`src/rtl/phy_rx_lane_sync_if.sv`:
```
// Byte-lane bundle between the two deserializers, the lane-sync block and the
// downstream byte consumers.
interface phy_rx_lane_sync_if;
  logic [7:0] data_in_0;
  logic       valid_in_0;
  logic [7:0] data_in_1;
  logic       valid_in_1;
  logic [7:0] data_out_0;
  logic       valid_out_0;
  logic [7:0] data_out_1;
  logic       valid_out_1;
  logic       lock_0;
  logic       lock_1;
  logic       all_locked;

  modport master (
    output data_in_0, valid_in_0, data_in_1, valid_in_1,
    input  data_out_0, valid_out_0, data_out_1, valid_out_1,
    input  lock_0, lock_1, all_locked
  );

  modport slave (
    input  data_in_0, valid_in_0, data_in_1, valid_in_1,
    output data_out_0, valid_out_0, data_out_1, valid_out_1,
    output lock_0, lock_1, all_locked
  );
endinterface

```
`src/rtl/phy_rx_lane_sync.sv`:
```
// Two independent per-lane word-lock FSMs: hunt for a run of COMMA bytes,
// forward non-comma data while locked, drop lock on idle or comma starvation.
module phy_rx_lane_sync #(
  parameter logic [7:0]  COMMA    = 8'hBC,
  parameter int unsigned LOCK_CNT = 4,
  parameter int unsigned LOSS_CNT = 3,
  parameter int unsigned MAX_GAP  = 64
) (
  input  logic              clk_f,
  input  logic              reset,
  phy_rx_lane_sync_if.slave lanes
);
  localparam int NUM_LANES = 2;
  localparam int CW = $clog2(LOCK_CNT + 1);
  localparam int GW = $clog2(MAX_GAP + 1);
  localparam int LW = $clog2(LOSS_CNT + 1);
  localparam logic [CW-1:0] COMMA_LAST = CW'(LOCK_CNT - 1);
  localparam logic [GW-1:0] GAP_LIMIT  = GW'(MAX_GAP);
  localparam logic [LW-1:0] LOSS_LAST  = LW'(LOSS_CNT - 1);

  typedef enum logic {HUNT = 1'b0, LOCK = 1'b1} state_t;

  logic [7:0] data_in   [NUM_LANES];
  logic       valid_in  [NUM_LANES];
  logic [7:0] data_out  [NUM_LANES];
  logic       valid_out [NUM_LANES];
  logic       lock      [NUM_LANES];
  logic       lock_next [NUM_LANES];
  logic       all_locked_reg;

  assign data_in[0]  = lanes.data_in_0;
  assign valid_in[0] = lanes.valid_in_0;
  assign data_in[1]  = lanes.data_in_1;
  assign valid_in[1] = lanes.valid_in_1;

  assign lanes.data_out_0  = data_out[0];
  assign lanes.valid_out_0 = valid_out[0];
  assign lanes.data_out_1  = data_out[1];
  assign lanes.valid_out_1 = valid_out[1];
  assign lanes.lock_0      = lock[0];
  assign lanes.lock_1      = lock[1];
  assign lanes.all_locked  = all_locked_reg;

  for (genvar gi = 0; gi < NUM_LANES; gi++) begin : g_lane
    state_t          state_reg, state_next;
    logic [CW-1:0]   comma_reg, comma_next;
    logic [GW-1:0]   gap_reg,   gap_next;
    logic [LW-1:0]   loss_reg,  loss_next;
    logic [7:0]      data_reg,  data_next;
    logic            valid_reg, valid_next;
    logic            is_comma;

    assign is_comma = valid_in[gi] && (data_in[gi] == COMMA);

    always_ff @(posedge clk_f or posedge reset) begin
      if (reset) begin
        state_reg <= HUNT;
        comma_reg <= '0;
        gap_reg   <= '0;
        loss_reg  <= '0;
        data_reg  <= '0;
        valid_reg <= 1'b0;
      end else begin
        state_reg <= state_next;
        comma_reg <= comma_next;
        gap_reg   <= gap_next;
        loss_reg  <= loss_next;
        data_reg  <= data_next;
        valid_reg <= valid_next;
      end
    end

    always_comb begin
      state_next = state_reg;
      comma_next = comma_reg;
      gap_next   = gap_reg;
      loss_next  = loss_reg;
      data_next  = data_reg;
      valid_next = 1'b0;
      if (state_reg == HUNT) begin
        if (!is_comma) begin
          comma_next = '0;
        end else if (comma_reg == COMMA_LAST) begin
          state_next = LOCK;
          comma_next = '0;
          gap_next   = '0;
          loss_next  = '0;
        end else begin
          comma_next = comma_reg + 1'b1;
        end
      end else begin
        // Any exit back to HUNT clears every counter so the triggering byte
        // never contributes to the next comma run.
        if (!valid_in[gi]) begin
          if (loss_reg == LOSS_LAST) begin
            state_next = HUNT;
            comma_next = '0;
            gap_next   = '0;
            loss_next  = '0;
          end else begin
            loss_next = loss_reg + 1'b1;
          end
        end else if (is_comma) begin
          gap_next  = '0;
          loss_next = '0;
        end else if (gap_reg == GAP_LIMIT) begin
          state_next = HUNT;
          comma_next = '0;
          gap_next   = '0;
          loss_next  = '0;
        end else begin
          gap_next   = gap_reg + 1'b1;
          loss_next  = '0;
          data_next  = data_in[gi];
          valid_next = 1'b1;
        end
      end
    end

    assign lock_next[gi] = (state_next == LOCK);
    assign lock[gi]      = (state_reg == LOCK);
    assign data_out[gi]  = data_reg;
    assign valid_out[gi] = valid_reg;
  end

  // Derived from the next-state locks so it changes on the same edge as lock_n.
  always_ff @(posedge clk_f or posedge reset) begin
    if (reset) begin
      all_locked_reg <= 1'b0;
    end else begin
      all_locked_reg <= lock_next[0] && lock_next[1];
    end
  end
endmodule

```
`src/flat_wrapper.sv`:
```
// flat-port wrapper written by rule: the top's interface ports become plain ports
module phy_rx_lane_sync_flat 
#(
  parameter logic [7:0]  COMMA    = 8'hBC,
  parameter int unsigned LOCK_CNT = 4,
  parameter int unsigned LOSS_CNT = 3,
  parameter int unsigned MAX_GAP  = 64
)
  (clk_f, reset, lanes_data_in_0, lanes_valid_in_0, lanes_data_in_1, lanes_valid_in_1, lanes_data_out_0, lanes_valid_out_0, lanes_data_out_1, lanes_valid_out_1, lanes_lock_0, lanes_lock_1, lanes_all_locked);
  phy_rx_lane_sync_if lanes_i ();
  input  logic clk_f;
  input  logic reset;
  input wire logic [$bits(lanes_i.data_in_0)-1:0] lanes_data_in_0;
  input wire logic [$bits(lanes_i.valid_in_0)-1:0] lanes_valid_in_0;
  input wire logic [$bits(lanes_i.data_in_1)-1:0] lanes_data_in_1;
  input wire logic [$bits(lanes_i.valid_in_1)-1:0] lanes_valid_in_1;
  output wire logic [$bits(lanes_i.data_out_0)-1:0] lanes_data_out_0;
  output wire logic [$bits(lanes_i.valid_out_0)-1:0] lanes_valid_out_0;
  output wire logic [$bits(lanes_i.data_out_1)-1:0] lanes_data_out_1;
  output wire logic [$bits(lanes_i.valid_out_1)-1:0] lanes_valid_out_1;
  output wire logic [$bits(lanes_i.lock_0)-1:0] lanes_lock_0;
  output wire logic [$bits(lanes_i.lock_1)-1:0] lanes_lock_1;
  output wire logic [$bits(lanes_i.all_locked)-1:0] lanes_all_locked;
  assign lanes_i.data_in_0 = lanes_data_in_0;
  assign lanes_i.valid_in_0 = lanes_valid_in_0;
  assign lanes_i.data_in_1 = lanes_data_in_1;
  assign lanes_i.valid_in_1 = lanes_valid_in_1;
  assign lanes_data_out_0 = lanes_i.data_out_0;
  assign lanes_valid_out_0 = lanes_i.valid_out_0;
  assign lanes_data_out_1 = lanes_i.data_out_1;
  assign lanes_valid_out_1 = lanes_i.valid_out_1;
  assign lanes_lock_0 = lanes_i.lock_0;
  assign lanes_lock_1 = lanes_i.lock_1;
  assign lanes_all_locked = lanes_i.all_locked;
  phy_rx_lane_sync #(.COMMA(COMMA), .LOCK_CNT(LOCK_CNT), .LOSS_CNT(LOSS_CNT), .MAX_GAP(MAX_GAP)) u_core (.clk_f(clk_f), .reset(reset), .lanes(lanes_i));
endmodule
```
`config.mk`:
```
export PLATFORM = sky130hd
export DESIGN_NAME = phy_rx_lane_sync_flat
export DESIGN_NICKNAME = d
export VERILOG_FILES = /design/src/rtl/phy_rx_lane_sync_if.sv /design/src/rtl/phy_rx_lane_sync.sv /design/src/flat_wrapper.sv
export SDC_FILE = /design/constraint.sdc
export NUM_CORES = 1
export LEC_CHECK = 0
export BUFFER_PORTS_ARGS = -buffer_cell sky130_fd_sc_hd__buf_2
export CORE_AREA = 4 4 70 72
export DETAILED_ROUTE_END_ITERATION = 6
export DIE_AREA = 0 0 74 76
export PLACE_DENSITY = 0.76
export SYNTH_ARGS = -nofsm -noshare
export SYNTH_HDL_FRONTEND = slang
export SYNTH_SLANG_ARGS = --single-unit
```
`constraint.sdc`:
```
create_clock -name clk_f -period 2.3 [get_ports clk_f]
set_input_delay 0.46 -clock clk_f [delete_from_list [all_inputs] [get_ports clk_f]]
set_output_delay 0.46 -clock clk_f [all_outputs]
set_load 0.1 [all_outputs]
```
Yosys cells after proc, flatten, opt, wreduce, memory -nomap -nowiden
Index checks and enable logic that the tools add are counted.
{"block": "word_totals", "regBits": 45, "out_inout_bits": 21, "elab_cells": 110}
{"block": "op_classes", "addsub": 6, "n_eq_ne": 14, "mux": 58, "n_bitwise": 4, "n_reduce_logical": 15}
{"cell": "7-bit two-way mux", "n": 14}
{"cell": "3-bit two-way mux", "n": 14}
{"cell": "1-bit two-way mux", "n": 20}
{"cell": "2-bit two-way mux", "n": 10}
{"cell": "3-bit != test, second input constant", "n": 6}
{"cell": "8-bit == test, second input constant", "n": 2}
{"cell": "7-bit by 1-bit adder with 7-bit output, second input constant", "n": 2}
{"cell": "7-bit == test, second input constant", "n": 2}
{"cell": "3-bit AND reduction", "n": 4}
{"cell": "4-bit AND reduction", "n": 2}
{"cell": "2-bit nonzero test", "n": 4}
{"cell": "3-bit by 1-bit adder with 3-bit output, second input constant", "n": 2}
{"cell": "3-bit by 2-bit == test with 1-bit output, second input constant", "n": 2}
{"cell": "2-bit by 1-bit adder with 2-bit output, second input constant", "n": 2}
{"cell": "2-bit == test, second input constant", "n": 2}
{"cell": "1-bit inverter", "n": 4}
{"cell": "2-bit AND reduction", "n": 2}
{"cell": "1-bit logical AND", "n": 3}

Longest topological paths before layout
Gate-level depths: netlist of the first run.
{"block": "depth", "depth_word": 6, "ltp_mapped": 7, "ltp_nobuf": 7}

Worst setup path before layout of the first run
No wires, ideal clock.
{"block": "synth_path", "path_kind": "register -> register", "from": "reg u_core.g_lane[1].state_reg (netlist: u_core.lanes.lock_1)", "to": "reg u_core.g_lane[1].data_reg[7] (netlist: u_core.lanes.data_out_1[7])", "setup_time_ns": 0.125, "t_arrival_ns": 2.135, "path_slack_ns": 0.040, "stages_incl_launch_ff": 6, "cell_sequence": "dfrtp_1 > nand2_1 > a21oi_1 > nand2_2 > inv_1 > mux2_2"}
{"block": "synth_via", "elab_chain_cells": 1}
{"element": "start, declared", "line": "phy_rx_lane_sync.sv:45", "rtl": "state_t state_reg, state_next;"}
{"element": "start signal, assigned", "line": "phy_rx_lane_sync.sv:64", "rtl": "state_reg <= state_next;"}
{"element": "4-bit AND reduction (no source line)"}
{"element": "end signal, assigned", "line": "phy_rx_lane_sync.sv:68", "rtl": "data_reg <= data_next;"}
{"element": "end, declared", "line": "phy_rx_lane_sync.sv:49", "rtl": "logic [7:0] data_reg, data_next;"}
No other way between the ends.
A chain may end at the register's enable or synchronous reset.

Worst setup path in the final report of the first run
{"block": "layout_path", "from": "reg u_core.g_lane[0].gap_reg[1]", "to": "reg u_core.g_lane[0].data_reg[4] (netlist: u_core.lanes.data_out_0[4])"}
{"block": "layout_via", "elab_chain_cells": 3}
{"element": "start, declared", "line": "phy_rx_lane_sync.sv:47", "rtl": "logic [GW-1:0] gap_reg, gap_next;"}
{"element": "start signal, assigned", "line": "phy_rx_lane_sync.sv:66", "rtl": "gap_reg <= gap_next;"}
{"element": "7-bit == test", "line": "phy_rx_lane_sync.sv:106", "rtl": "end else if (gap_reg == GAP_LIMIT) begin"}
{"element": "1-bit inverter (no source line)"}
{"element": "4-bit AND reduction (no source line)"}
{"element": "end signal, assigned", "line": "phy_rx_lane_sync.sv:68"}
{"element": "end, declared", "line": "phy_rx_lane_sync.sv:49"}
No other way between the ends.

==> impl_metrics.yaml, run 1 <==
outcome:
  status: "complete, no violations"
floorplan:
  start_util_pct: 52.1
  row_count: 24
  die_area_mm2: 0.00562
  fp.dieH_um: 76
  pin_count: 41
  die_w_um: 74
  core_mm2: 0.00429
placed_design:
  portBuffers: 40
  gp_congestion: 0.782
  placed_cells: 286
  hpwl_mm: 3.06
grt:
  globalRouteOverflowTotal: 0
  first_global_vias: 1607
  grt_pass1_wl_mm: 7.16
  antenna_found_initial: 0
  grt_max_degree: 46
  grt_usage_pct: 15.9
critical_path:
  path_class: "reg2reg"
  arrival_ns: 2.23
  ff2ff_path_depth: 5
  r2r-start: "u_core.g_lane[0].gap_reg[1]"
  r2r_slack_ns: 0.25
  critPathBufInv: 1
  crit_path_max_incr_delay_ns: 0.64
  cp-end-kind: "flop"
  r2r-end: "u_core.lanes.data_out_0[4]"
  start_kind: "flop"
  crit_path_top_delay_cell: "nor2_1"
  cp_top_family: "simple AND/OR/NAND/NOR gates"
  critPathRequiredTime_ns: 2.48
  crit_chain: "inv_1, ha_1, and3_2, nor2_1, mux2_2"
  crit_fanout: 11
logic_synthesis:
  synth_edf_count: 0
  yosysTopAreaCellShare_pct: 50.3
  ys_seq_area_share_pct: 50.3
  ys_ff_latch: 45
  synth_area_leader_cell: "dfrtp_1"
  synthArstFlopShare_pct: 100
  synth_top_flop_cell: "dfrtp_1"
  yosysUniqueCellTypes: 51
  synth_area_mm2: 0.00224
  syn_inst: 190
  avgSynthCellArea_um2: 11.8
  synth_nets: 216
  synthTopCellsByArea: "dfrtp_1, mux2_2, ha_1"
  ys_warn_count: 0
detailed_routing:
  routed-via-count: 1634
  via_per_inst: 5.56
  routed_wl_mm: 4.06
  first_pass_iters: 4
  ant_nets: 0
  drtIter0Drc: 89
  drc: 0
  wl_per_cell_um: 13.8
clocking:
  clock-sinks: 45
  cts_root_buffer: "clkbuf_8"
  clkLatencyLatePin_ns: 0.29
  cts.htree.levels: 2
  cts_hold_buf: 0
  cts_resized: 0
  clockBufferDepth: 2
  cts_tree: "yes"
  path_clk_slew_ns: 0.08
  numCtsBuffers: 5
  postCtsSetupRepairBufs: 0
sta:
  layout_min_cycle_time_ns: 2.05
  rsz0062_at_grt: "false"
  timing.final.crit_share_pct: 89.1
  finalHoldViolations: 0
  max_slew_margin_pct: 45.1
  slew_viol_final: 0
  fin_setup_tns_ns: 0
  fin_skew_ns: 0.00720
  worstMarginPinSlew_ns: 0.821
  setup_viol: 0
  fmax_mhz: 488
power_and_ir_drop:
  vdd_drop_max_mv: 0.279
  power.leakage_nw: 1.42
  finalPower_mw: 1.37
  p_per_area_mw_per_mm2: 518
cells_and_area:
  layout.cells.non_filler: 294
  largest_register_ffs: 14
  area_growth_pct: 17.8
  final_nets: 267
  layout-drive-gt1-share_pct: 36.0
  diodes: 0
  fillCellCount: 358
hold_path:
  min_path_type: "in2async"
run:
  maxCapViolations: 0
cells in the final DEF, fill, tap and decap left out, drive strengths merged, types with 4 or more instances in the layout:
| cell | instances |
|---|---|
| buf | 47 |
| dfrtp | 45 |
| mux2 | 20 |
| nand3 | 12 |
| inv | 10 |
| nand2 | 8 |
| clkbuf | 7 |
| o21ai | 6 |
| nor2 | 6 |
| ha | 6 |
| or2 | 6 |
| nor2b | 5 |
| nor4b | 5 |
| a22o | 5 |
| nor3b | 4 |
| a21o | 4 |
synthesized netlist by cell type, types with 2 or more instances:
cell type  count
or2_2          4
a21boi_0       2
a21oi_1        2
o21ai_0        6
nor3b_1        4
dfrtp_1       45
nand4b_1       3
and2_1         3
a31oi_1        3
nor2b_1        5
nor4b_1        3
mux2_2        20
a21o_1         4
or3_1          3
nand3_1       12
or4b_1         2
a22o_2         2
or2_1          2
nor2_1         6
o211a_1        3
inv_1         11
a22o_1         3
nand2_1        7
nand2b_1       2
ha_1           6
a211o_1        2
per-layer routing:
layer / wire (um) / vias up / track usage (%) / share of wire [%]
li1: - / 807 / - / -
met2: 1970 / 25 / 25.6 / 48
met3: 123 / 6 / 3.56 / 3.0
met1: 1920 / 796 / 21.2 / 47
met4: 54 / 0 / 4.35 / 1.3
met5: 0 / - / 0 / 0
tightest hold or removal path: stages:
cell	delay [ns]
buf_2	0.10
clkinv_1	0.03
buf_4	0.45
power breakdown:
part	internal, mW	switching [mW]
clock	0.272	0.255
sequential	0.790	0.0000515
combinational	0.0188	0.0302
through the flow:
step                      hold slack, ns  instance area (um^2)  worst slack (ns)  util [%]
after CTS                          0.302                  2640             0.212      61.4
final                              0.284                  2640             0.250      61.4
after global routing               0.333                  2640             0.117      61.4
after floorplan                    0.457                  2240            0.0395         -
after detailed placement           0.483                  2530             0.135      59.0
after global placement             0.474                  2530             0.173      59.0
cell families (layout without fill, tap and decap cells):
logic type                 count (synthesis)  after routing  share of synthesized area (%)
and+or+nand+nor                           68             68                           19.9
buffers and inverters                     14             66                           2.79
AOI/OAI and AO/OA                         36             36                           13.1
adders and majority gates                  6              6                           3.35
muxes                                     21             21                           10.5
DFF                                       45             45                           50.3
cell type report:
type	count	area, um^2	share of cell area [%]
Tap cell	52	65.1	2.47
Inverter	11	41.3	1.57
Clock buffer	7	96.3	3.65
Clock inverter	1	5.00	0.190
Sequential cell	45	1130	42.7
Timing Repair Buffer	47	253	9.59
Multi-Input combinational cell	131	1050	39.8
worst max path at each step:
stage / endpoint / depth (start not counted) / from
global route: u_core.lanes.data_out_0[5] / 5 / u_core.g_lane[0].gap_reg[0]
global placement: u_core.lanes.data_out_0[3] / 5 / lanes_data_in_0[7]
CTS: u_core.lanes.data_out_0[4] / 5 / u_core.g_lane[0].gap_reg[0]
detailed placement: u_core.lanes.data_out_0[4] / 5 / lanes_data_in_0[7]
finish: u_core.lanes.data_out_0[4] / 5 / u_core.g_lane[0].gap_reg[1]
floorplan: u_core.lanes.data_out_1[7] / 5 / u_core.lanes.lock_1
Note: power is estimated with default switching activity, not from simulation.
==> inputs of run 2 (changes only) <==
Settings changed: CELL_PAD_IN_SITES_DETAIL_PLACEMENT from default to 1, CELL_PAD_IN_SITES_GLOBAL_PLACEMENT from default to 2, CORE_AREA 4 4 70 72 to 4 4 84 86, DIE_AREA 0 0 74 76 to 0 0 88 90, PLACE_DENSITY 0.76 to default, PLACE_DENSITY_LB_ADDON from default to 0.1.
==> run 2 against run 1 <==
Combinational power up 8.6%; utilization decreased by 19 points; non-clock buffer count did not move; sequential power barely moved; cell count is 8.5% higher; clock power up 21%; first-iteration DRC count is 39% lower; final area is 2.0% higher; largest cell class unchanged.
==> impl_metrics.yaml, run 2 (synthesis results as in run 1) <==
power_and_ir_drop:
  pwr-share-clk_pct: 42.9
  p_int_mw: 1.16
  switching_power_uw: 314
  finalPower_mw: 1.48
  sw_frac_of_total_pct: 21.3
  pwr-share-seq_pct: 53.5
  p_per_area_mw_per_mm2: 550
  vdd_drop_max_mv: 0.298
  power.leakage_nw: 1.42
  p_comb_share_pct: 3.6
placed_design:
  gp_congestion: 0.726
  portBuffers: 40
  pre_cts_ws_ns: 0.0644
  placed_area_mm2: 0.00256
  hpwl_mm: 3.95
  placed_cells: 310
hold_path:
  min_path_type: "in2reg"
  worstHoldStart: "lanes_data_in_1[0]"
  worstHoldEndpoint: "u_core.lanes.data_out_1[0]"
  whs_path_depth: 2
grt:
  grt_max_degree: 45
  globalRouteOverflowTotal: 0
  grt_pass1_wl_mm: 9.34
  antenna_found_initial: 0
  first_global_vias: 1894
  grt_usage_pct: 14.6
floorplan:
  fp.dieH_um: 90
  die_w_um: 88
  row_count: 29
  die_area_mm2: 0.00792
  core_mm2: 0.00628
  start_util_pct: 35.7
  pin_count: 41
cells_and_area:
  largest_register_ffs: 14
  most-common-layout-cells: "dfrtp_1, buf_2, mux2_2"
  layout.cells.non_filler: 319
  fillCellCount: 686
  design_area_mm2: 0.00269
  final_nets: 267
  multi_input_area_mm2: 0.00105
  diodes: 0
  layout-drive-gt1-share_pct: 35.5
  layout_commonest_cell: "dfrtp_1"
  area_growth_pct: 20.1
  register_area_mm2: 0.00113
  final_core_util_pct: 42.8
clocking:
  clockBufferDepth: 2
  cts_resized: 0
  cts_hold_buf: 1
  path_clk_slew_ns: 0.09
  cts_root_buffer: "clkbuf_8"
  clock-sinks: 45
  cts_tree: "yes"
  cts.htree.levels: 2
  postCtsSetupRepairBufs: 0
  clkLatencyLatePin_ns: 0.30
  numCtsBuffers: 5
detailed_routing:
  drc: 0
  wl_per_cell_um: 16.5
  routed_wl_mm: 5.27
  drtIter0Drc: 54
  ant_nets: 0
  first_pass_iters: 6
  routed-via-count: 1703
  via_per_inst: 5.34
critical_path:
  cp-end-kind: "flop"
  path_class: "reg2reg"
  start_kind: "flop"
  r2r-start: "u_core.g_lane[0].gap_reg[0]"
  ff2ff_path_depth: 5
  arrival_ns: 2.23
  critPathRequiredTime_ns: 2.48
  crit_fanout: 11
  r2r_slack_ns: 0.25
  r2r-end: "u_core.lanes.data_out_0[7]"
sta:
  setup_viol: 0
  fin_setup_tns_ns: 0
  worst_slack_ns: 0.251
  finalHoldViolations: 0
  slew_viol_final: 0
  timing.final.crit_share_pct: 89.1
  holdWs_ns: 0.400
  fin_skew_ns: 0.0120
  worstMarginPinSlew_ns: 0.806
  layout_min_cycle_time_ns: 2.05
  fmax_mhz: 488
  rsz0062_at_grt: "false"
  max_slew_margin_pct: 46.1
outcome:
  status: "complete, no violations"
run:
  maxCapViolations: 0
## run 2: power by group through the flow
| stage | clock, mW | combinational (mW) | sequential, mW |
|---|---|---|---|
| finish | 0.634 | 0.0531 | 0.790 |
| global route | 0.704 | 0.0612 | 0.791 |
| CTS | 0.663 | 0.0555 | 0.791 |
| detailed placement | 0 | 0.0541 | 0.806 |
| global placement | 0 | 0.0508 | 0.806 |
| floorplan | 0 | 0.0208 | 0.806 |
## run 2: per-layer routing
metal	global-route usage, %	vias up	wire length (um)
met1	17.4	852	2190
met5	0	-	0
met2	25.4	29	2790
li1	-	812	-
met3	3.56	10	175
met4	4.60	0	109
## run 2: how the worst max path moves through the flow
stage / start / to / slack, ns / cells after the start
finish: u_core.g_lane[0].gap_reg[0] / u_core.lanes.data_out_0[7] / 0.25 / 5
global route: u_core.g_lane[0].gap_reg[0] / u_core.lanes.data_out_0[7] / 0.1 / 5
detailed placement: lanes_data_in_0[7] / u_core.lanes.data_out_0[7] / 0.06 / 5
floorplan: u_core.lanes.lock_1 / u_core.lanes.data_out_1[7] / 0.04 / 5
global placement: lanes_data_in_0[7] / u_core.lanes.data_out_0[6] / 0.15 / 5
CTS: u_core.g_lane[0].gap_reg[0] / u_core.lanes.data_out_0[7] / 0.20 / 5
## run 2: final cells by class
class | instances | area share, %
inverter | 11 | 1.54
clock inverter | 2 | 1.40
tap | 77 | 3.58
multi-input combinational | 131 | 39.0
clock buffer | 6 | 3.07
timing repair buffer | 47 | 9.49
sequential | 45 | 41.9
## run 2: critical path, stage by stage, from the launching register on
cell	delay [ns]
dfrtp_1	0.41
inv_1	0.06
ha_1	0.21
and3_2	0.21
nor2_1	0.63
mux2_2	0.42
==> inputs of run 3 (changes only) <==
Settings changed: CORE_AREA 4 4 84 86 to 4 4 82 84, CTS_BUF_LIST from default to sky130_fd_sc_hd__clkbuf_8, DIE_AREA 0 0 88 90 to 0 0 86 88.
==> run 3 against run 2 <==
Count of clock-buffer cells in the layout fell by 1; cell count down 1.3%; sequential cell count is the same; highest routed layer unchanged.
==> impl_metrics.yaml, run 3 (synthesis results as in run 1) <==
critical_path:
  critPathRequiredTime_ns: 2.48
  crit_fanout: 11
  start_kind: "flop"
  cp-end-kind: "flop"
  path_class: "reg2reg"
  r2r_slack_ns: 0.25
  arrival_ns: 2.23
clocking:
  clockBufferDepth: 2
  postCtsSetupRepairBufs: 0
  numCtsBuffers: 5
  path_clk_slew_ns: 0.09
  cts_root_buffer: "clkbuf_8"
  clkLatencyLatePin_ns: 0.29
  cts_tree: "yes"
  clock-sinks: 45
  cts_resized: 0
  cts.htree.levels: 2
  cts_hold_buf: 0
sta:
  worstMarginPinSlew_ns: 0.806
  holdWs_ns: 0.297
  fin_skew_ns: 0.00398
  fmax_mhz: 488
  slew_viol_final: 0
  rsz0062_at_grt: "false"
  layout_min_cycle_time_ns: 2.05
  setup_viol: 0
  max_slew_margin_pct: 46.1
  fin_setup_tns_ns: 0
  worst_slack_ns: 0.252
  finalHoldViolations: 0
  timing.final.crit_share_pct: 89.1
floorplan:
  row_count: 28
  fp.dieH_um: 88
  pin_count: 41
  core_mm2: 0.00592
  die_w_um: 86
  start_util_pct: 37.8
  die_area_mm2: 0.00757
grt:
  first_global_vias: 1886
  grt_max_degree: 46
  grt_usage_pct: 15.0
  grt_pass1_wl_mm: 8.98
  antenna_found_initial: 0
  globalRouteOverflowTotal: 0
run:
  maxCapViolations: 0
cells_and_area:
  area_growth_pct: 18.8
  most-common-layout-cells: "dfrtp_1, buf_2, mux2_2"
  final_nets: 266
  layout_commonest_cell: "dfrtp_1"
  diodes: 0
  layout-drive-gt1-share_pct: 35.4
  layout.cells.non_filler: 315
  design_area_mm2: 0.00266
  final_core_util_pct: 44.9
  largest_register_ffs: 14
detailed_routing:
  routed-via-count: 1669
  via_per_inst: 5.30
  wl_per_cell_um: 16.3
  drc: 0
  drtIter0Drc: 27
  first_pass_iters: 4
  ant_nets: 0
  routed_wl_mm: 5.13
power_and_ir_drop:
  finalPower_mw: 1.42
  power.leakage_nw: 1.41
  p_per_area_mw_per_mm2: 535
  vdd_drop_max_mv: 0.339
placed_design:
  portBuffers: 40
  pre_cts_ws_ns: 0.0791
  placed_area_mm2: 0.00256
  gp_congestion: 0.805
  hpwl_mm: 3.91
  placed_cells: 308
hold_path:
  min_path_type: "in2async"
outcome:
  status: "complete, no violations"
==> run 3: power breakdown <==
group / internal, mW / switching, mW
logic: 0.0188 / 0.0321
registers: 0.790 / 0.0000538
clock network: 0.316 / 0.267
==> run 3: routing by layer <==
metal  vias to the layer above  routed length (um)  track usage, %
li1                        801                   -               -
met1                       822                2080            16.8
met2                        39                2720            27.6
met3                         7                 275            3.86
met4                         0                  61            5.32
met5                         -                   0               0
==> run 3: cell type report <==
cell class / count / area [um^2]
Clock buffer: 5 / 68.8
Clock inverter: 2 / 35.0
Fill cell: 666 / 3260
Inverter: 11 / 41.3
Multi-Input combinational cell: 131 / 1050
Sequential cell: 45 / 1130
Tap cell: 75 / 93.8
Timing Repair Buffer: 46 / 245
==> run 3: path summary, 6_finish.rpt <==
kind	start	to	cells after the start
max	u_core.g_lane[0].gap_reg[0]	u_core.lanes.data_out_0[5]	5
min	reset	u_core.g_lane[0].gap_reg[4]	3
min in group clk_f	lanes_data_in_0[2]	u_core.lanes.data_out_0[2]	2
max reg2reg	u_core.g_lane[0].gap_reg[0]	u_core.lanes.data_out_0[5]	5
max in group asynchronous	reset	u_core.g_lane[1].loss_reg[0]	3
min reg2reg	u_core.lanes.data_out_0[2]	u_core.lanes.data_out_0[2]	1
==> run 3: worst max-delay path, cell delays in order (launching register included) <==
cell and delay, ns:
dfrtp_1 0.40, inv_1 0.06, ha_1 0.21, and3_2 0.21
nor2_1 0.64, mux2_2 0.41
